$ cat src/rtl/cipher_pkg.sv
// Shared constants, state encoding and character helpers for the Vigenere stream controller.
package cipher_pkg;

  localparam logic [7:0] ASCII_A   = 8'h41;
  localparam logic [7:0] ASCII_Z   = 8'h5A;
  localparam int         ALPHABET  = 26;
  localparam int         KEY_CHARS = 10;

  typedef enum logic [0:0] {
    NOKEY = 1'b0,
    RUN   = 1'b1
  } state_e;

  function automatic logic is_upper(input logic [7:0] c);
    return (c >= ASCII_A) && (c <= ASCII_Z);
  endfunction

endpackage

$ cat src/rtl/shift_mod26.sv
// Mod-26 letter shift shared by the encrypt and decrypt paths.
module shift_mod26
  import cipher_pkg::*;
(
  input  logic [4:0] offset,
  input  logic [4:0] shiftAmt,
  input  logic       mode,
  output logic [4:0] wrapped
);

  logic [5:0] sum;
  logic [4:0] diff;

  // Operands are 0..25, so one conditional correction of 26 always lands back in range.
  always_comb begin
    sum     = {1'b0, offset} + {1'b0, shiftAmt};
    diff    = offset - shiftAmt;
    wrapped = '0;
    if (!mode) begin
      wrapped = (sum >= 6'(ALPHABET)) ? 5'(sum - 6'(ALPHABET)) : sum[4:0];
    end else begin
      wrapped = (offset < shiftAmt) ? diff + 5'(ALPHABET) : diff;
    end
  end

endmodule

$ cat src/rtl/vigenere_stream_controller.sv
// Flow-controlled Vigenere sequencer: key register, rotating key index, one-deep output register.
// state | meaning
// NOKEY | no legal key loaded, input held off
// RUN   | legal key loaded, characters stream through
module vigenere_stream_controller #(
  parameter int KEY_CHARS = cipher_pkg::KEY_CHARS,
  parameter int CNT_W     = 16
) (
  input  logic                   CLK,
  input  logic                   RST_N,
  input  logic [8*KEY_CHARS-1:0] key_in,
  input  logic [3:0]             key_len,
  input  logic                   key_load,
  input  logic                   mode,
  input  logic                   in_valid,
  input  logic [7:0]             in_char,
  output logic                   in_ready,
  output logic                   out_valid,
  output logic [7:0]             out_char,
  input  logic                   out_ready,
  output logic                   key_ok,
  output logic                   key_err,
  output logic [CNT_W-1:0]       letter_cnt
);

  import cipher_pkg::*;

  localparam logic [0:0] sNoKey = NOKEY;
  localparam logic [0:0] sRun   = RUN;

  logic [0:0]             state;
  logic [8*KEY_CHARS-1:0] keyReg;
  logic [3:0]             keyLen;
  logic [3:0]             idx;
  logic [3:0]             nextIdx;
  logic                   outValid;
  logic [7:0]             outChar;
  logic                   keyErr;
  logic [CNT_W-1:0]       letterCnt;

  logic       keyLegal;
  logic       loadOk;
  logic       xfer;
  logic       inIsLetter;
  logic [7:0] keyChar;
  logic [7:0] cipherChar;
  logic [4:0] shiftAmt;
  logic [4:0] letterOff;
  logic [4:0] wrapped;

  always_comb begin
    keyLegal = (key_len != 4'd0) && (int'(key_len) <= KEY_CHARS);
    for (int i = 0; i < KEY_CHARS; i++) begin
      if ((i < int'(key_len)) && !is_upper(key_in[8*i +: 8])) keyLegal = 1'b0;
    end
  end

  assign loadOk   = key_load && keyLegal;
  // A load cycle never accepts input, even when the load itself is rejected.
  assign in_ready = (state == sRun) && !key_load && (!outValid || out_ready);
  assign xfer     = in_valid && in_ready;

  assign inIsLetter = is_upper(in_char);
  assign keyChar    = keyReg[{idx, 3'b000} +: 8];
  assign shiftAmt   = 5'(keyChar - ASCII_A);
  assign letterOff  = 5'(in_char - ASCII_A);
  assign cipherChar = ASCII_A + {3'b000, wrapped};
  assign nextIdx    = (idx == keyLen - 4'd1) ? 4'd0 : idx + 4'd1;

  shift_mod26 uShift (
    .offset   (letterOff),
    .shiftAmt (shiftAmt),
    .mode     (mode),
    .wrapped  (wrapped)
  );

  always_ff @(posedge CLK or negedge RST_N) begin
    if (!RST_N) begin
      state     <= sNoKey;
      keyReg    <= '0;
      keyLen    <= '0;
      idx       <= '0;
      outValid  <= 1'b0;
      outChar   <= '0;
      keyErr    <= 1'b0;
      letterCnt <= '0;
    end else begin
      keyErr <= key_load && !keyLegal;
      if (loadOk) begin
        state     <= sRun;
        keyReg    <= key_in;
        keyLen    <= key_len;
        idx       <= '0;
        letterCnt <= '0;
        outValid  <= 1'b0;
      end else if (xfer) begin
        outValid <= 1'b1;
        outChar  <= inIsLetter ? cipherChar : in_char;
        if (inIsLetter) begin
          idx <= nextIdx;
          if (~&letterCnt) letterCnt <= letterCnt + {{(CNT_W-1){1'b0}}, 1'b1};
        end
      end else if (out_ready) begin
        outValid <= 1'b0;
      end
    end
  end

  assign out_valid  = outValid;
  assign out_char   = outChar;
  assign key_ok     = (state == sRun);
  assign key_err    = keyErr;
  assign letter_cnt = letterCnt;

endmodule

$ cat config.mk
export PLATFORM = sky130hd
export DESIGN_NAME = vigenere_stream_controller
export DESIGN_NICKNAME = d
export VERILOG_FILES = /design/src/rtl/cipher_pkg.sv /design/src/rtl/shift_mod26.sv /design/src/rtl/vigenere_stream_controller.sv
export SDC_FILE = /design/constraint.sdc
export NUM_CORES = 1
export LEC_CHECK = 0
export BUFFER_PORTS_ARGS = -buffer_cell sky130_fd_sc_hd__buf_2
export CORE_MARGIN = 1.5
export CORE_UTILIZATION = 40
export CTS_CLUSTER_DIAMETER = 30
export DETAILED_ROUTE_END_ITERATION = 8
export PLACE_DENSITY = 0.6
export SLEW_MARGIN = 30
export SYNTH_ARGS = -nofsm -noshare
export SYNTH_HDL_FRONTEND = slang
export SYNTH_SLANG_ARGS = --single-unit
$ cat constraint.sdc
create_clock -name CLK -period 5.7 [get_ports CLK]
set_clock_uncertainty 0.1 [all_clocks]
set_input_delay 1.425 -clock CLK [delete_from_list [all_inputs] [get_ports CLK]]
set_output_delay 1.425 -clock CLK [all_outputs]
set_load 0.05 [all_outputs]
==> run_results.csv <==
group,metric,value,unit
detailed_routing,wl_per_cell,15.9,um
finish,drive_gt1_share,31.4,%
floorplanning,die-area,14000,um^2
run,drv_cap,0,
critical_path,cp-end-kind,"flip-flop",
finish,n_antenna_cell,0,
detailed_routing,drt_iter0_drc,209,
clock_tree,cts-hold-fix-buffers,0,
global_route,grt_pass1_wl,21.9,mm
detailed_routing,drt-total-wl,12.9,mm
floorplanning,start_util,41.6,%
hold_path,worstHoldPathType,"reg -> reg",
place,place_area,6120,um^2
pwr,power_density,350,nW/um^2
pwr,switching_share,37.9,%
clock_tree,post-cts-setup-buffers,0,
finish,multiInputGateArea,3010,um^2
place,gp_congestion,0.851,
finish,final_cell_area,6390,um^2
critical_path,crit_required,5.83,ns
critical_path,path_cells,"mux4_2, inv_1, o22ai_1, o21ai_0, ha_1, inv_1, a211oi_2, nand2_1, xnor2_1, ha_1, a21boi_0, o211ai_1, nand4_1, xnor2_1, o21a_1, ha_1, inv_1, o32ai_2, mux2i_1, nand2_1",
logic_synthesis,syn_nets,631,
critical_path,crit_start,"idx[0]$_DFFE_PN0P_",
logic_synthesis,syn_inst,512,
timing,setup_viol,0,
critical_path,worst_setup_path_start_kind,"flip-flop",
pwr,total_power,0.00224,W
detailed_routing,vias_per_cell,5.25,
logic_synthesis,synth-main-ff-cell,"dfrtp_1",
clock_tree,cts-resized-gates,0,
timing,slew-limit-headroom,47.2,%
timing,fmax,190,MHz
clock_tree,clock_latency,0.34,ns
global_route,grt_start_max_net_pins,86,
finish,final_common_cell,"buf_2",
timing,worstMarginPinSlew,0.792,ns
outcome,status,"finished clean",
timing,hold_viol_final,0,
place,io_buffer_count,125,
logic_synthesis,postSynth.asyncResetShare,100,%
logic_synthesis,syn_area,5310,um^2
detailed_routing,vias,4263,
pwr,power.share.clock,24.8,%
critical_path,worstReg2RegStart,"idx[0]$_DFFE_PN0P_",
clock_tree,cts.reportedPaths.clkPinSlew,0.06,ns
logic_synthesis,ys_seq_elements,85,
floorplanning,rows,41,
floorplanning,die_x,118,um
place,place_hpwl,10.0,mm
clock_tree,cts_buffer_depth,2,
timing,period_needed,5.26,ns
clock_tree,cts_root_buf,"clkbuf_16",
critical_path,cp_top_family,"compound AO/OA/AOI/OAI gates",
pwr,p_seq_share,33.0,%
floorplanning,die_h,118,um
critical_path,critPathBufInv,3,
global_route,antenna_found_initial,0,
finish,fillCellCount,1214,
timing,period_share,92.4,%
clock_tree,htree_levels,3,
pwr,leakage,3.08,nW
logic_synthesis,syn-mean-instance-area,10.4,um^2
critical_path,path_class,"reg -> reg",
pwr,switchingPower,0.000849,W
floorplanning,core_area,12800,um^2
finish,finish.utilization,50.1,%
logic_synthesis,synth_edf_count,0,
finish,fin_nets,754,
finish,seq_area,2130,um^2
timing,rsz0062_at_grt,"false",
critical_path,crit_arrival,5.39,ns
critical_path,worstPathMaxFanout,16,
finish,layout_common_cells,"buf_2, dfrtp_1, nand2_1",
logic_synthesis,ys_types,69,
logic_synthesis,yosysSeqAreaShare,40.0,%
logic_synthesis,ys_warn_count,0,
clock_tree,clock_sinks,85,
pwr,p_int,0.00139,W
detailed_routing,ant_nets,0,
critical_path,crit_slowest_cell,"dfrtp_1",
timing,tns,0,ns
critical_path,crit_path_max_incr_delay,0.81,ns
finish,finalNonFillerCells,812,
clock_tree,numCtsBuffers,9,
finish,synthToLayoutAreaGrowth,20.4,%
clock_tree,cts_tree,"built",
pwr,pwr-share-comb,42.2,%
global_route,grt_pass1_vias,4358,
detailed_routing,dr.pass1.iters,5,
hold_path,hp-start,"out_char[1]$_DFFE_PN0P_",
global_route,grt.total_usage,19.4,%
detailed_routing,route.detailed.drc,0,
global_route,grt_overflow,0,
floorplanning,pin_count,126,
timing,drv_slew,0,
place,placed_cells,796,
pwr,vdd.ir_drop.worst,0.000151,V
-- tightest hold or removal path, stage by stage, from the launching register on --
cell and delay [ns]:
dfrtp_1 0.34, nand2_1 0.04, o21ai_0 0.06
-- power by group through the flow --
| stage | Sequential (W) | Combinational [W] | Clock, W |
|---|---|---|---|
| 2_1_floorplan | 0.000837 | 0.000624 | 0 |
| 3_3_place_gp | 0.000750 | 0.000922 | 0 |
| 3_5_place_dp | 0.000750 | 0.000944 | 0 |
| 4_1_cts | 0.000740 | 0.000949 | 0.000567 |
| 5_1_grt | 0.000750 | 0.00104 | 0.000596 |
| 6_report | 0.000739 | 0.000943 | 0.000556 |
-- kinds of logic after synthesis --
kind of cell / count (synthesis) / synth area share [%]
buffers and inverters: 41 / 3.39
XOR/XNOR: 36 / 5.93
AO/OA/AOI/OAI: 93 / 12.3
flip-flops: 85 / 40.0
multiplexers: 81 / 18.1
adder cells (fa/ha/maj): 21 / 5.23
AND/OR/NAND/NOR: 155 / 15.0
-- cells in the mapped netlist (3+ instances only) --
master	instances	share of area [%]
buf_4	3	0.42
nand4_1	7	0.82
o211ai_1	3	0.42
o21ai_0	15	1.4
and2_1	7	0.82
nor3_1	6	0.57
dfrtp_1	85	40
and3_1	6	0.71
nand2b_1	5	0.59
mux2_1	20	4.2
or4_1	8	1.1
xor2_1	19	3.1
nor4_1	3	0.35
ha_1	19	4.5
nor3b_1	3	0.42
mux2i_1	19	3.6
nor2b_1	6	0.71
buf_2	6	0.57
a21oi_1	28	2.6
a21o_1	4	0.57
inv_1	23	1.6
o22ai_1	10	1.2
nand3_1	7	0.66
mux2_2	35	7.4
mux4_2	5	2.1
nor4b_1	4	0.66
clkbuf_1	8	0.57
nor2_1	39	2.8
xnor2_1	17	2.8
nand2_1	42	3.0
a31oi_1	4	0.47
-- final timing paths --
check	to	slack [ns]	depth (start not counted)
worst max-delay path	out_char[4]$_DFFE_PN0P_	0.44	20
worst min register to register	out_char[1]$_DFFE_PN0P_	0.38	2
max in group asynchronous	out_char[3]$_DFFE_PN0P_	3.93	1
worst max register to register	out_char[4]$_DFFE_PN0P_	0.44	20
worst min-delay path	out_char[1]$_DFFE_PN0P_	0.38	2
min in group asynchronous	keyReg[2]$_DFFE_PN0N_	1.02	1
-- flip-flops by register name, indices dropped and copies added, names as in the netlist --
name        cells
idx             4
out_char        8
keyLen          4
letter_cnt     16
keyReg         50
key_ok          1
key_err         1
out_valid       1
-- cell type report --
class	count	area share (%)
Multi-Input combinational cell	386	47.0
Sequential cell	85	33.3
Timing Repair Buffer	130	10.7
Clock buffer	12	3.85
Tap cell	172	3.37
Inverter	23	1.35
Clock inverter	4	0.489
-- stage by stage --
step / hold WS (ns) / setup slack (ns)
2_1_floorplan: 0.349 / 0.947
3_3_place_gp: 0.360 / 0.565
3_5_place_dp: 0.366 / 0.367
4_1_cts: 0.379 / 0.356
5_1_grt: 0.392 / 0.0140
6_report: 0.379 / 0.435
-- metal layers --
| layer | up-vias | share of wire [%] | track usage [%] |
|---|---|---|---|
| met2 | 83 | 49 | 31.5 |
| met4 | 0 | 0.92 | 5.49 |
| met5 | - | 0 | 0 |
| met1 | 2077 | 46 | 26.6 |
| met3 | 9 | 4.2 | 3.52 |
| li1 | 2094 | - | - |
Power figures use the tool's default switching activity.
